<file path="config.mk">
export PLATFORM = sky130hd
export DESIGN_NAME = axi_aw_rr_arbiter
export DESIGN_NICKNAME = d
export VERILOG_FILES = /design/src/rtl/axi_aw_rr_arbiter.sv
export SDC_FILE = /design/constraint.sdc
export NUM_CORES = 1
export LEC_CHECK = 0
export BUFFER_PORTS_ARGS = -buffer_cell sky130_fd_sc_hd__buf_4
export CORE_MARGIN = 5
export CORE_UTILIZATION = 45
export CTS_CLUSTER_SIZE = 40
export DETAILED_ROUTE_END_ITERATION = 8
export GPL_TIMING_DRIVEN = 0
export PLACE_DENSITY = 0.66
export SLEW_MARGIN = 15
export SYNTH_ARGS = -nofsm -noshare
export SYNTH_HDL_FRONTEND = slang
export SYNTH_SLANG_ARGS = --single-unit
</file>
<file path="constraint.sdc">
create_clock -name clk -period 2.2 [get_ports clk]
set_input_delay 0.22 -clock clk [delete_from_list [all_inputs] [get_ports clk]]
set_output_delay 0.22 -clock clk [all_outputs]
set_load 0.05 [all_outputs]
</file>
<file path="src/rtl/axi_aw_rr_arbiter.sv">
// Round-robin AW/W arbiter for one crossbar slave port: one-hot grant held from
// the AW request through the last W beat, W gating and an overlength-burst flag.
module axi_aw_rr_arbiter #(
  parameter int NUM       = 2,
  parameter int IDX_W     = (NUM > 1 ? $clog2(NUM) : 1),
  parameter int MAX_BEATS = 256
) (
  input  logic             clk,
  input  logic             rst,
  input  logic [NUM-1:0]   aw_valid_i,
  output logic [NUM-1:0]   aw_ready_o,
  input  logic             slv_aw_ready_i,
  input  logic             w_valid_i,
  input  logic             slv_w_ready_i,
  input  logic             w_last_i,
  output logic [NUM-1:0]   grant_o,
  output logic [IDX_W-1:0] grant_idx_o,
  output logic             w_gate_o,
  output logic             burst_err_o
);

  localparam int CNT_W = $clog2(MAX_BEATS + 1);

  typedef enum logic [1:0] {
    IDLE = 2'd0,
    ADDR = 2'd1,
    DATA = 2'd2
  } state_t;

  state_t             state, state_next;
  logic [NUM-1:0]     grant, grant_next;
  logic [IDX_W-1:0]   grant_idx, grant_idx_next;
  logic [IDX_W-1:0]   ptr, ptr_next;
  logic [CNT_W-1:0]   beats, beats_next;
  logic               w_gate, w_gate_next;
  logic               err, err_next;
  logic [IDX_W-1:0]   sel_lo, sel_hi, sel;
  logic               any_lo, any_hi;
  logic               aw_hs, w_hs;

  // Rotating priority: the lowest requester at or above ptr wins, else the lowest overall.
  always_comb begin
    sel_lo = '0;
    sel_hi = '0;
    any_lo = 1'b0;
    any_hi = 1'b0;
    for (int c = NUM - 1; c >= 0; c--) begin
      if (aw_valid_i[c]) begin
        sel_lo = IDX_W'(c);
        any_lo = 1'b1;
        if (IDX_W'(c) >= ptr) begin
          sel_hi = IDX_W'(c);
          any_hi = 1'b1;
        end
      end
    end
  end

  assign sel   = any_hi ? sel_hi : sel_lo;
  assign aw_hs = (state == ADDR) && ((aw_valid_i & grant) != '0) && slv_aw_ready_i;
  assign w_hs  = (state == DATA) && w_valid_i && slv_w_ready_i;

  // Next-state and next-output logic for the grant FSM.
  always_comb begin
    state_next     = state;
    grant_next     = grant;
    grant_idx_next = grant_idx;
    ptr_next       = ptr;
    beats_next     = beats;
    w_gate_next    = w_gate;
    err_next       = err;
    case (state)
      IDLE: begin
        if (any_lo) begin
          state_next     = ADDR;
          grant_next     = NUM'(1) << sel;
          grant_idx_next = sel;
        end else begin
          grant_next     = '0;
          grant_idx_next = '0;
        end
      end
      ADDR: begin
        if (aw_hs) begin
          state_next  = DATA;
          w_gate_next = 1'b1;
          beats_next  = '0;
        end else begin
          state_next  = ADDR;
        end
      end
      DATA: begin
        if (w_hs) begin
          if (beats != CNT_W'(MAX_BEATS)) begin
            beats_next = beats + CNT_W'(1);
          end else begin
            beats_next = beats;
          end
          if (w_last_i) begin
            state_next     = IDLE;
            grant_next     = '0;
            grant_idx_next = '0;
            w_gate_next    = 1'b0;
            // Winner moves to the back of the rotation.
            ptr_next       = (grant_idx == IDX_W'(NUM - 1)) ? '0 : grant_idx + IDX_W'(1);
          end else if (beats == CNT_W'(MAX_BEATS - 1)) begin
            err_next = 1'b1;
          end else begin
            err_next = err;
          end
        end else begin
          state_next = DATA;
        end
      end
      default: begin
        state_next     = IDLE;
        grant_next     = '0;
        grant_idx_next = '0;
        w_gate_next    = 1'b0;
      end
    endcase
  end

  // State and registered outputs; reset abandons any burst without rotating.
  always_ff @(posedge clk) begin
    if (rst) begin
      state     <= IDLE;
      grant     <= '0;
      grant_idx <= '0;
      ptr       <= '0;
      beats     <= '0;
      w_gate    <= 1'b0;
      err       <= 1'b0;
    end else begin
      state     <= state_next;
      grant     <= grant_next;
      grant_idx <= grant_idx_next;
      ptr       <= ptr_next;
      beats     <= beats_next;
      w_gate    <= w_gate_next;
      err       <= err_next;
    end
  end

  assign aw_ready_o  = ((state == ADDR) && slv_aw_ready_i) ? grant : '0;
  assign grant_o     = grant;
  assign grant_idx_o = grant_idx;
  assign w_gate_o    = w_gate;
  assign burst_err_o = err;

endmodule

</file>
## Yosys cells after proc, flatten, opt, wreduce, memory -nomap -nowiden

Cells that the tools add are included.

| storage, ports and cells | value |
|---|---|
| register bits after elaboration | 17 |
| latch bits | 0 |
| RAM bits | 0 |
| ROM bits | 0 |
| input port bits | 8 |
| output and inout port bits | 7 |
| memories | 0 |

| operators by class | value |
|---|---|
| $add $sub $neg | 2 |
| $mul | 0 |
| divide/modulo/power cells | 0 |
| $lt $le $gt $ge | 2 |
| equal/unequal tests | 10 |
| shifts and indexed selects | 1 |
| muxes and demuxes | 30 |
| bitwise gates (word level) | 4 |
| reductions and logical operators | 14 |

Operator list:

| kind | number |
|---|---|
| $mux 9 | 3 |
| $pmux 9 s2 | 1 |
| $mux 1 | 15 |
| $mux 2 | 7 |
| $pmux 2 s3 | 2 |
| $reduce_and 4->1 | 3 |
| $add 9x1->9 const B | 1 |
| $eq 9x8->1 const B | 1 |
| $ne 9x9->1 const B | 1 |
| $ne 2x2->1 const B | 4 |
| $pmux 1 s3 | 2 |
| $reduce_and 3->1 | 2 |
| $logic_and 1x1->1 | 5 |
| $reduce_bool 2->1 | 2 |
| $ne 3x3->1 const B | 1 |
| $not 1->1 | 3 |
| $and 2x2->2 | 1 |
| $eq 2x1->1 const B | 1 |
| $eq 2x2->1 const B | 1 |
| $ge 1x1->1 const A | 2 |
| $logic_not 2->1 | 1 |
| $ne 2x1->1 const B | 1 |
| $reduce_and 2->1 | 1 |
| $shl 1x1->2 const A | 1 |
| $add 1x1->1 const B | 1 |

## Longest topological paths before layout

Gate-level depths: netlist of the first run.

| depth | value |
|---|---|
| depth after elaboration | 9 |
| mapped depth | 6 |

## Worst setup path before layout of the first run

No wires, ideal clock.

| path | value |
|---|---|
| kind | flip-flop to flip-flop |
| start | register beats[0] |
| end | register beats[8] |
| library setup time | 67 ps |
| data arrival time | 1460 ps |
| setup slack | 673 ps |
| stages on the path, launching flop included | 7 |
| path buffers | 0 |
| clock period less this slack | 1527 ps |
| path through | dfxtp_1 > ha_1 > nand4_1 > nor3b_1 > ha_1 > a211o_1 > a21oi_2 |

| on the way | value |
|---|---|
| cells in the longest elaborated chain, start to end | 4 |
| elaborated cells on any way between the ends | 7 |
| classes of those cells | add/sub (1); eq/ne (2); mux (3); reduce/logical (1) |

Ends and longest elaborated chain:

| what | line | text |
|---|---|---|
| start: declaration | 34 | `logic [CNT_W-1:0] beats, beats_next;` |
| start signal: assignment | 139 | `beats <= beats_next;` |
| $add 9x1->9 | 95 | `beats_next = beats + CNT_W'(1);` |
| $mux 9 | 94 | `if (beats != CNT_W'(MAX_BEATS)) begin` |
| $mux 9 | 93 | `if (w_hs) begin` |
| $pmux 9 s2 | 72 | `case (state)` |

Parallel ways exist; a longest one is shown, timed or not. The select of a mux whose other input is x is not followed.
A chain may end at the register's enable or synchronous reset.

## Final worst setup path of the first run

| path | value |
|---|---|
| start | register beats[1] |
| end | register beats[8] |

The elaborated chain is that of the path after synthesis.

==> results.md, run 1 <==
- RSZ-0062 raised after global routing: false
- Htree depth: 1
- Synthesis warning total: 0
- Worst vdd ir: 0.0004704 V
- Area of the multi-input gates: 541.8 µm²
- Post-synth top flop: dfxtp_1
- Slowest stage delay, CP: 0.37 ns
- Clock Sinks: 16
- Commonest non-fill, non-tap cell in the layout: dfxtp_1
- Syn Inst Count: 110
- Max Freq: 0.5553 GHz
- Sequential cell area: 320.3 µm²
- Chip height: 56.03 µm
- Gpl congestion: 0.9054
- Hold endpoint: beats[5]
- Post-layout nets: 139
- Clock tree buffer depth: 2
- Pre-antenna DRT Iters: 5
- CP Launch Type: flop
- R2R cell count: 6
- Top Family by Delay on Critical Path: adder cells
- Via density: 5.771
- Area leader, netlist: dfxtp_1
- Status: finished clean
- Synth top area share: 33.60%
- CTS resizes: 0
- Final hold vios: 0
- Max_cap viols: 0
- Worst setup path startpoint: beats[1]
- Area Overhead vs Synth: 16.14%
- CP Buf/Inv Count: 0
- Leak: 0.4341 nW
- Synth unique cells: 35
- Initial Util: 48.11%
- Hold Buf Count CTS: 0
- Async SR Flop Fraction: 0%
- Critical path's slowest cell: dfxtp_1
- First-pass GRT wire length: 3919 µm
- Total Wirelength: 2183 µm
- Routed Antenna Nets: 0
- Core area: 1982 µm²
- Initial antenna violation count: 0
- FF-to-FF setup slack: 0.40 ns
- Pin count of the biggest net entering global routing: 11
- Fillers: 188
- DRC Markers: 0
- Mapped Area: 953.4 µm²
- Critical Path AT: 2.02 ns
- Final Total Pwr: 0.5276 mW
- Endpoint class of the critical path: flop
- Post-DR wirelength/cell: 14.27 µm
- Top Ports: 15
- Crit path time final: 1.801 ns
- Number of synthesized flops with an enable pin: 0
- Post-CTS setup buffers: 0
- Most frequent cells in the layout: dfxtp_1 (16), buf_4 (15), a21oi_1 (14), nor2_1 (8), nand2_1 (7)
- Gr usage total: 15.28%
- Slew @ Worst Pin: 0.4391 ns
- Hold depth: 2
- Detailed Route Iter0 Violations: 31
- Clock-pin transition on the worst setup and hold timing paths: 0.09 ns
- Cts bufs inserted: 3
- Post-Place Setup Slack: 0.4679 ns
- PwrDens: 476.5 nW/µm²
- Insertion delay to the later sink of the worst-skew pair: 0.29 ns
- DP HPWL: 1549 µm
- Top cells by area, synth: dfxtp_1 (34%), a21oi_1 (7.3%), buf_6 (4.7%)
- Setup TNS Final: 0 ns
- Crit path cell chain: ha_1 -> nand4_1 -> nor3b_1 -> ha_1 -> a211o_1 -> a21oi_2
- CTS tree: done
- Most frequent CP cell: ha_1
- Fin crit share: 81.85%
- Gr ovfl total: 0
- Critical R2R Capture: beats[8]
- Sequential area share after synthesis: 33.60%
- Share of post-route cells with drive strength above 1: 22.22%
- Setup WS post-layout: 0.3993 ns
- FF+latch count, synth: 16
- Crit Path Category: flop to flop
- R2R Path Start: beats[1]
- Final Setup Violations: 0
- Clock Root Buffer: clkbuf_4
- Syn avg cell area: 8.667 µm²
- Clock skew: 0.008446 ns
- Horiz. Die Dim: 56.03 µm
- Relative slew slack: 70.68%
- Slew Viols, Final: 0
- Vias: 883
- Critical path peak fanout: 4
- N_diodes: 0
- Hold Path Origin: rst
- Hold WC Path Type: primary input to flop
- Die area: 3139 µm²
- Vias in the first global route: 850
- Num rows: 16
- Syn Nets: 121
- IO Port Bufs: 13
- Crit path required time: 2.42 ns
routing by layer:
metal	wire length (µm)	vias to the layer above	GRT usage (%)
li1	-	446	-
met1	1063	406	20.90
met2	985	31	23.37
met3	134	0	5.336
met4	0	0	2.712
met5	0	-	0
synth_stat cells, types with 4 or more instances:
cell type and count:
buf_6 4, and3_1 4, nand2_1 7, a21oi_1 14
inv_1 5, nor2_1 8, o21ai_0 5, nand3_1 5
dfxtp_1 16
registers in the layout, summed over array words and instances (netlist names):
| register | flops |
|---|---|
| burst_err_o | 1 |
| w_gate_o | 1 |
| grant_idx_o | 1 |
| grant_o | 1 |
| beats | 9 |
| ptr | 1 |
| state | 2 |
stage by stage:
step	area, µm²	cells	hold slack [ns]	util, %
floorplan	953.4	110	0.3335	-
global placement	1085	150	0.4477	54.73
detailed placement	1085	150	0.4500	54.73
CTS	1107	153	0.1544	55.87
global route	1107	153	0.1563	55.87
finish	1107	153	0.1582	55.87
worst reg2reg max path: cells and delay by family, from the launching register on:
kind	cells	cell delay, ns
flops	1	0.37
compound gates	2	0.40
fa+ha+maj	2	0.50
simple gates	2	0.47
area by class of cell:
type                       instances  share of cell area (%)
multi-input combinational         82                   48.93
sequential                        16                   28.93
timing repair buffer              13                   8.814
buffer                             7                   6.554
tap                               27                   3.051
clock buffer                       3                   2.034
inverter                           5                   1.695
worst max path at each step:
| stage | to | slack, ns | cells past startpoint |
|---|---|---|---|
| after detailed placement | beats[8] | 0.47 | 6 |
| after CTS | beats[8] | 0.42 | 6 |
| after global routing | beats[8] | 0.33 | 6 |
| after global placement | beats[8] | 0.51 | 6 |
| final | beats[8] | 0.40 | 6 |
| after floorplan | beats[8] | 0.67 | 6 |
cells by family after synthesis:
family,after synthesis,share of synthesized area (%)
and+or+nand+nor,44,27.69
DFF,16,33.60
buffers and inverters,12,9.579
adders and majority gates,3,3.937
AOI/OAI and AO/OA,35,25.20
power by group:
part / total, mW / switching (mW) / internal, mW
clock network: 0.151 / 0.0872 / 0.0636
registers: 0.298 / 0.00417 / 0.294
logic: 0.0787 / 0.0463 / 0.0324
Note: power is estimated with default switching activity, not from simulation.
==> inputs of run 2 (changes only) <==
Clock period 2.2 ns to 1.75 ns, I/O delays scaled along.
==> run 2 against run 1 <==
  * Non-clock buffer count increased by 1
  * Worst setup slack worse by 0.32 ns
  * Total power rose by 26%
  * Routed wire length about the same
  * First-iteration DRC count is the same
  * Clock skew is 0.00075 ns higher
  * Combinational power up 25%
  * Sequential power is 26% higher
  * Highest routed layer is now met4
==> results.md, run 2 (synthesis results as in run 1) <==
- Net switching power: 0.1743 mW (+27%)
- Total Wirelength: 2185 µm (about the same)
- Vias: 891 (+0.91%)
- Via density: 5.786 (+0.25%)
- Leak: 0.4361 nW (+0.45%)
- Crit Path Category: flop to flop
- Htree depth: 1 (unchanged)
- Clock Root Buffer: clkbuf_4
- Share of power burned in registers: 56.4% (about the same)
- Chip height: 56.03 µm (unchanged)
- Switching share of total power: 26.23% (+0.16 points)
- Clock power frac: 28.8% (+0.2 points)
- Final std cells w/o fill: 154 (+0.65%)
- Insertion delay to the later sink of the worst-skew pair: 0.28 ns (about the same)
- CP Launch Type: flop
- Pin count of the biggest net entering global routing: 11 (unchanged)
- Num rows: 16 (unchanged)
- Top Ports: 15 (unchanged)
- Worst vdd ir: 0.0005960 V (+27%)
- Slew @ Worst Pin: 0.4375 ns (-0.001603 ns)
- Largest register FFs: 9 (unchanged)
- Regs by FF count: beats x9, state x2
- Commonest non-fill, non-tap cell in the layout: buf_4
- Most frequent cells in the layout: buf_4 (16), a21oi_1 (14), dfxtp_1 (14), nor2_1 (8), nand2_1 (7)
- Detailed Route Iter0 Violations: 31 (unchanged)
- Status: finished clean
- Gr usage total: 15.47% (+0.19 points)
- Critical Path AT: 1.89 ns (-0.13 ns)
- N_diodes: 0 (unchanged)
- Int Power: 0.4902 mW (+26%)
- Final hold vios: 0 (unchanged)
- Hold Buf Count CTS: 0 (unchanged)
- Clock skew: 0.009197 ns (+0.0007509 ns)
- Post-layout nets: 140 (+0.72%)
- RSZ-0062 raised after global routing: false
- FF-to-FF setup slack: 0.08 ns (-0.32 ns)
- Gate power share: 14.9% (about the same)
- Hold WC Path Type: primary input to flop
- First-pass GRT wire length: 3967 µm (+1.2%)
- DP HPWL: 1549 µm (unchanged)
- PwrDens: 590.8 nW/µm² (+24%)
- Slew Viols, Final: 0 (unchanged)
- Endpoint class of the critical path: flop
- Gpl congestion: 0.9054 (unchanged)
- Relative slew slack: 70.78% (+0.11 points)
- Final Total Pwr: 0.6646 mW (+26%)
- Post-Place Setup Slack: 0.01791 ns (-0.4500 ns)
- Clock-pin transition on the worst setup and hold timing paths: 0.09 ns (about the same)
- Die area: 3139 µm² (unchanged)
- Area Overhead vs Synth: 17.98%
- Clock Sinks: 16 (unchanged)
- Max_cap viols: 0 (unchanged)
- Initial Util: 48.11% (unchanged)
- Pre-antenna DRT Iters: 4 (-1)
- Cts bufs inserted: 3 (unchanged)
- Initial antenna violation count: 0 (unchanged)
- Max Freq: 0.5981 GHz (+7.7%)
- Share of post-route cells with drive strength above 1: 25.98% (+3.8 points)
- Hold WS: 0.1165 ns (-0.04168 ns)
- Gr ovfl total: 0 (unchanged)
- Routed Antenna Nets: 0 (unchanged)
- Horiz. Die Dim: 56.03 µm (unchanged)
- IO Port Bufs: 13 (unchanged)
- Core area: 1982 µm² (unchanged)
- CTS tree: done
- Top reg by flops: beats
- Post-DR wirelength/cell: 14.19 µm (-0.56%)
- Vias in the first global route: 861 (+1.3%)
- Setup WS post-layout: 0.07815 ns (-0.3211 ns)
- DRC Markers: 0 (unchanged)
- Setup TNS Final: 0 ns (unchanged)
- Placed insts: 150 (unchanged)
- Crit path required time: 1.97 ns (-0.45 ns)
- Critical path peak fanout: 4 (unchanged)
- Crit path time final: 1.672 ns (-0.1289 ns)
- Fin crit share: 95.53% (+14 points)
- Final Setup Violations: 0 (unchanged)
- Clock tree buffer depth: 2 (unchanged)
-- run 2: changes by cell type in the layout (fill, tap and decap cells not counted) --
| cell | change |
|---|---|
| dfxtp_1 | -2 |
| dfxtp_2 | +2 |
| buf_4 | +1 |
| ha_1 | -1 |
| ha_2 | +1 |
| nor3b_1 | -1 |
| nor3b_2 | +1 |
-- run 2: critical path: stages, from the launching register on --
cell     delay [ns]
dfxtp_2        0.35
ha_2           0.20
nand4_1        0.15
nor3b_2        0.25
ha_1           0.26
a211o_1        0.28
a21oi_2        0.12
-- run 2: path summary, 6_finish.rpt --
kind | startpoint | end | depth (start not counted)
max | beats[0] | beats[8] | 6
min | rst | beats[5] | 2
max reg2reg | beats[0] | beats[8] | 6
min reg2reg | w_gate_o | w_gate_o | 2
-- run 2: layout make-up --
class	count	area [µm²]
Fill cell	186	857.1
Multi-Input combinational cell	82	549.3
Clock buffer	3	22.52
Inverter	5	18.77
Timing Repair Buffer	14	105.1
Buffer	7	72.57
Tap cell	27	33.78
Sequential cell	16	322.8
-- run 2: power groups by stage --
stage | clock network, mW | logic [mW] | registers (mW)
after floorplan | 0 | 0.0521 | 0.394
after global placement | 0 | 0.0974 | 0.383
after detailed placement | 0 | 0.0979 | 0.383
after CTS | 0.196 | 0.0982 | 0.375
after global routing | 0.215 | 0.107 | 0.376
final | 0.191 | 0.0987 | 0.375
-- run 2: repair_timing --
| item | 4_1_cts | 5_1_grt |
|---|---|---|
| pin swaps | 0 | 1 |
| gates resized for setup | 1 | 3 |
| setup buffers | 0 | 1 |
| endpoints found under the setup margin | 1 | 1 |
-- run 2: metal layers --
layer  up-vias  track usage, %  wire length [µm]
met5         -               0                 0
met4         0           2.712                21
met3         2           5.568               114
met2        22           23.54               987
met1       417           21.18              1061
li1        450               -                 -
-- run 2: metrics by stage --
step	utilization, %	instance area [µm²]
after floorplan	-	953.4
after global placement	54.73	1085
after detailed placement	54.73	1085
after CTS	56.12	1112
after global routing	56.76	1125
final	56.76	1125
==> inputs of run 3 (changes only) <==
Settings changed: BUFFER_PORTS_ARGS -buffer_cell sky130_fd_sc_hd__buf_4 to default, DONT_BUFFER_PORTS from default to 1, PLACE_DENSITY 0.66 to default.
==> run 3 against run 2 <==
  * Clock skew decreased by 0.0054 ns
  * Via count decreased by 5.1%
  * Largest power group unchanged
  * Flip-flop and latch count unchanged
  * First-iteration DRC count decreased by 16%
  * Sequential share of layout area increased by 2.3 points
  * Core utilization decreased by 4.0 points
  * Fmax decreased by 0.82%
==> results.md, run 3 (synthesis results as in run 1) <==
- Status: finished clean
- Share of post-route cells with drive strength above 1: 18.26% (-7.7 points)
- Via density: 5.958 (+3.0%)
- Crit path time final: 1.686 ns (+0.01382 ns)
- Clock-pin transition on the worst setup and hold timing paths: 0.10 ns (about the same)
- Final hold vios: 0 (unchanged)
- Hold WC Path Type: primary input to flop
- Most frequent cells in the layout: a21oi_1 (14), dfxtp_1 (13), nor2_1 (8), nand2_1 (7)
- Hold WS: 0.06564 ns (-0.05085 ns)
- Horiz. Die Dim: 56.03 µm (unchanged)
- Initial Util: 48.11% (unchanged)
- Post-DR wirelength/cell: 15.19 µm (+7.1%)
- Leak: 0.3772 nW (-13%)
- Worst vdd ir: 0.0003922 V (-34%)
- Max_cap viols: 0 (unchanged)
- Slew Viols, Final: 0 (unchanged)
- Pin count of the biggest net entering global routing: 11 (unchanged)
- Crit Path Category: flop to output pin
- DRC Markers: 0 (unchanged)
- Top Family by Delay on Critical Path: flip-flops
- First-pass GRT wire length: 3836 µm (-3.3%)
- Insertion delay to the later sink of the worst-skew pair: 0.28 ns (about the same)
- Vias in the first global route: 818 (-5.0%)
- Crit path cell chain: and2_1
- Pre-antenna DRT Iters: 4 (unchanged)
- Setup WS post-layout: 0.06433 ns (-0.01382 ns)
- Critical path peak fanout: 4 (unchanged)
- Vias: 846 (-5.1%)
- Top Ports: 15 (unchanged)
- Relative slew slack: 61.99% (-8.8 points)
- Endpoint class of the critical path: output pin
- Gr usage total: 14.91% (-0.56 points)
- Top reg by flops: beats
- Area Overhead vs Synth: 9.580%
- Chip height: 56.03 µm (unchanged)
- Num rows: 16 (unchanged)
- Routed Antenna Nets: 0 (unchanged)
- Fin crit share: 96.32% (+0.79 points)
- Clock skew: 0.003763 ns (-0.005434 ns)
- Clock tree buffer depth: 2 (unchanged)
- CP Launch Type: flop
- Final Util: 52.71% (-4.0 points)
- RSZ-0062 raised after global routing: false
- Critical Path AT: 1.51 ns (-0.38 ns)
- Cts bufs inserted: 3 (unchanged)
- Die area: 3139 µm² (unchanged)
- Htree depth: 1 (unchanged)
- Clock Root Buffer: clkbuf_4
- N_diodes: 0 (unchanged)
- Regs by FF count: beats x9, state x2
- Gpl congestion: 0.8553 (-5.5%)
- Clock Sinks: 16 (unchanged)
- DP HPWL: 1562 µm (+0.81%)
- PwrDens: 667.6 nW/µm² (+13%)
- Total Wirelength: 2157 µm (-1.3%)
- Slowest stage delay, CP: 0.69 ns (+0.34 ns)
- Post-layout nets: 127 (-9.3%)
- Largest register FFs: 9 (unchanged)
- Core area: 1982 µm² (unchanged)
- Critical path's slowest cell: dfxtp_1
- Commonest non-fill, non-tap cell in the layout: a21oi_1
- Max Freq: 0.5932 GHz (-0.82%)
- Setup TNS Final: 0 ns (unchanged)
- Post-Place Setup Slack: 0.03050 ns (+0.01258 ns)
- Final Setup Violations: 0 (unchanged)
- Final Total Pwr: 0.6974 mW (+4.9%)
- Slew @ Worst Pin: 0.5693 ns (+0.1318 ns)
- Gr ovfl total: 0 (unchanged)
- CTS tree: done
- Detailed Route Iter0 Violations: 26 (-16%)
- Post-CTS setup buffers: 0 (unchanged)
- IO Port Bufs: 0 (-13)
- Crit path required time: 1.57 ns (-0.40 ns)
- Initial antenna violation count: 0 (unchanged)
- CP Buf/Inv Count: 0 (unchanged)
-- run 3: cell types whose count changed in the layout (fill, tap and decap cells not counted) --
cell | previous run | this run
buf_4 | 16 | 2
dfxtp_2 | 2 | 3
clkbuf_8 | 0 | 1
dfxtp_1 | 14 | 13
dlygate4sd3_1 | 0 | 1
-- run 3: area by class of cell --
class                      count  area [µm²]
fill                         186       937.1
multi-input combinational     82       549.3
sequential                    16       324.1
buffer                         7       72.57
clock buffer                   4       36.28
tap                           27       33.78
inverter                       5       18.77
timing repair buffer           1       10.01
-- run 3: worst paths after layout --
| path | cells past startpoint | slack [ns] | from | end |
|---|---|---|---|---|
| setup reg to reg | 6 | 0.12 | beats[0] | beats[8] |
| hold / removal | 2 | 0.07 | aw_valid_i[0] | grant_o[0] |
| hold reg to reg | 2 | 0.49 | beats[0] | beats[0] |
| setup / recovery | 1 | 0.06 | grant_o[0] | aw_ready_o[0] |
-- run 3: routing by layer --
layer  up-vias  GRT usage (%)  part of all wire, %
met4         0          5.085                 0.83
met3         4          2.552                  5.7
li1        424              -                    -
met5         -              0                    0
met2        26          23.21                   47
met1       392          20.61                   46
-- run 3: through the flow --
stage	area, µm²	instances
after global routing	1045	142
after detailed placement	987.2	137
final	1045	142
after global placement	987.2	137
after CTS	1033	142
after floorplan	953.4	110
-- run 3: worst reg2reg max path, cell delays in order (launching register included) --
cell     delay [ns]
dfxtp_2        0.36
ha_2           0.20
nand4_1        0.14
nor3b_2        0.22
ha_1           0.25
a211o_1        0.28
a21oi_2        0.12
-- run 3: power breakdown --
group | internal (mW) | switching [mW]
Combinational | 0.0271 | 0.0374
Sequential | 0.370 | 0.0172
Clock | 0.127 | 0.119
-- run 3: repair_timing --
item                       in CTS  in global routing
gates resized for setup         0                  5
setup endpoints to repair       0                  2
hold endpoints to repair        2                  0
hold buffers                    1                  0
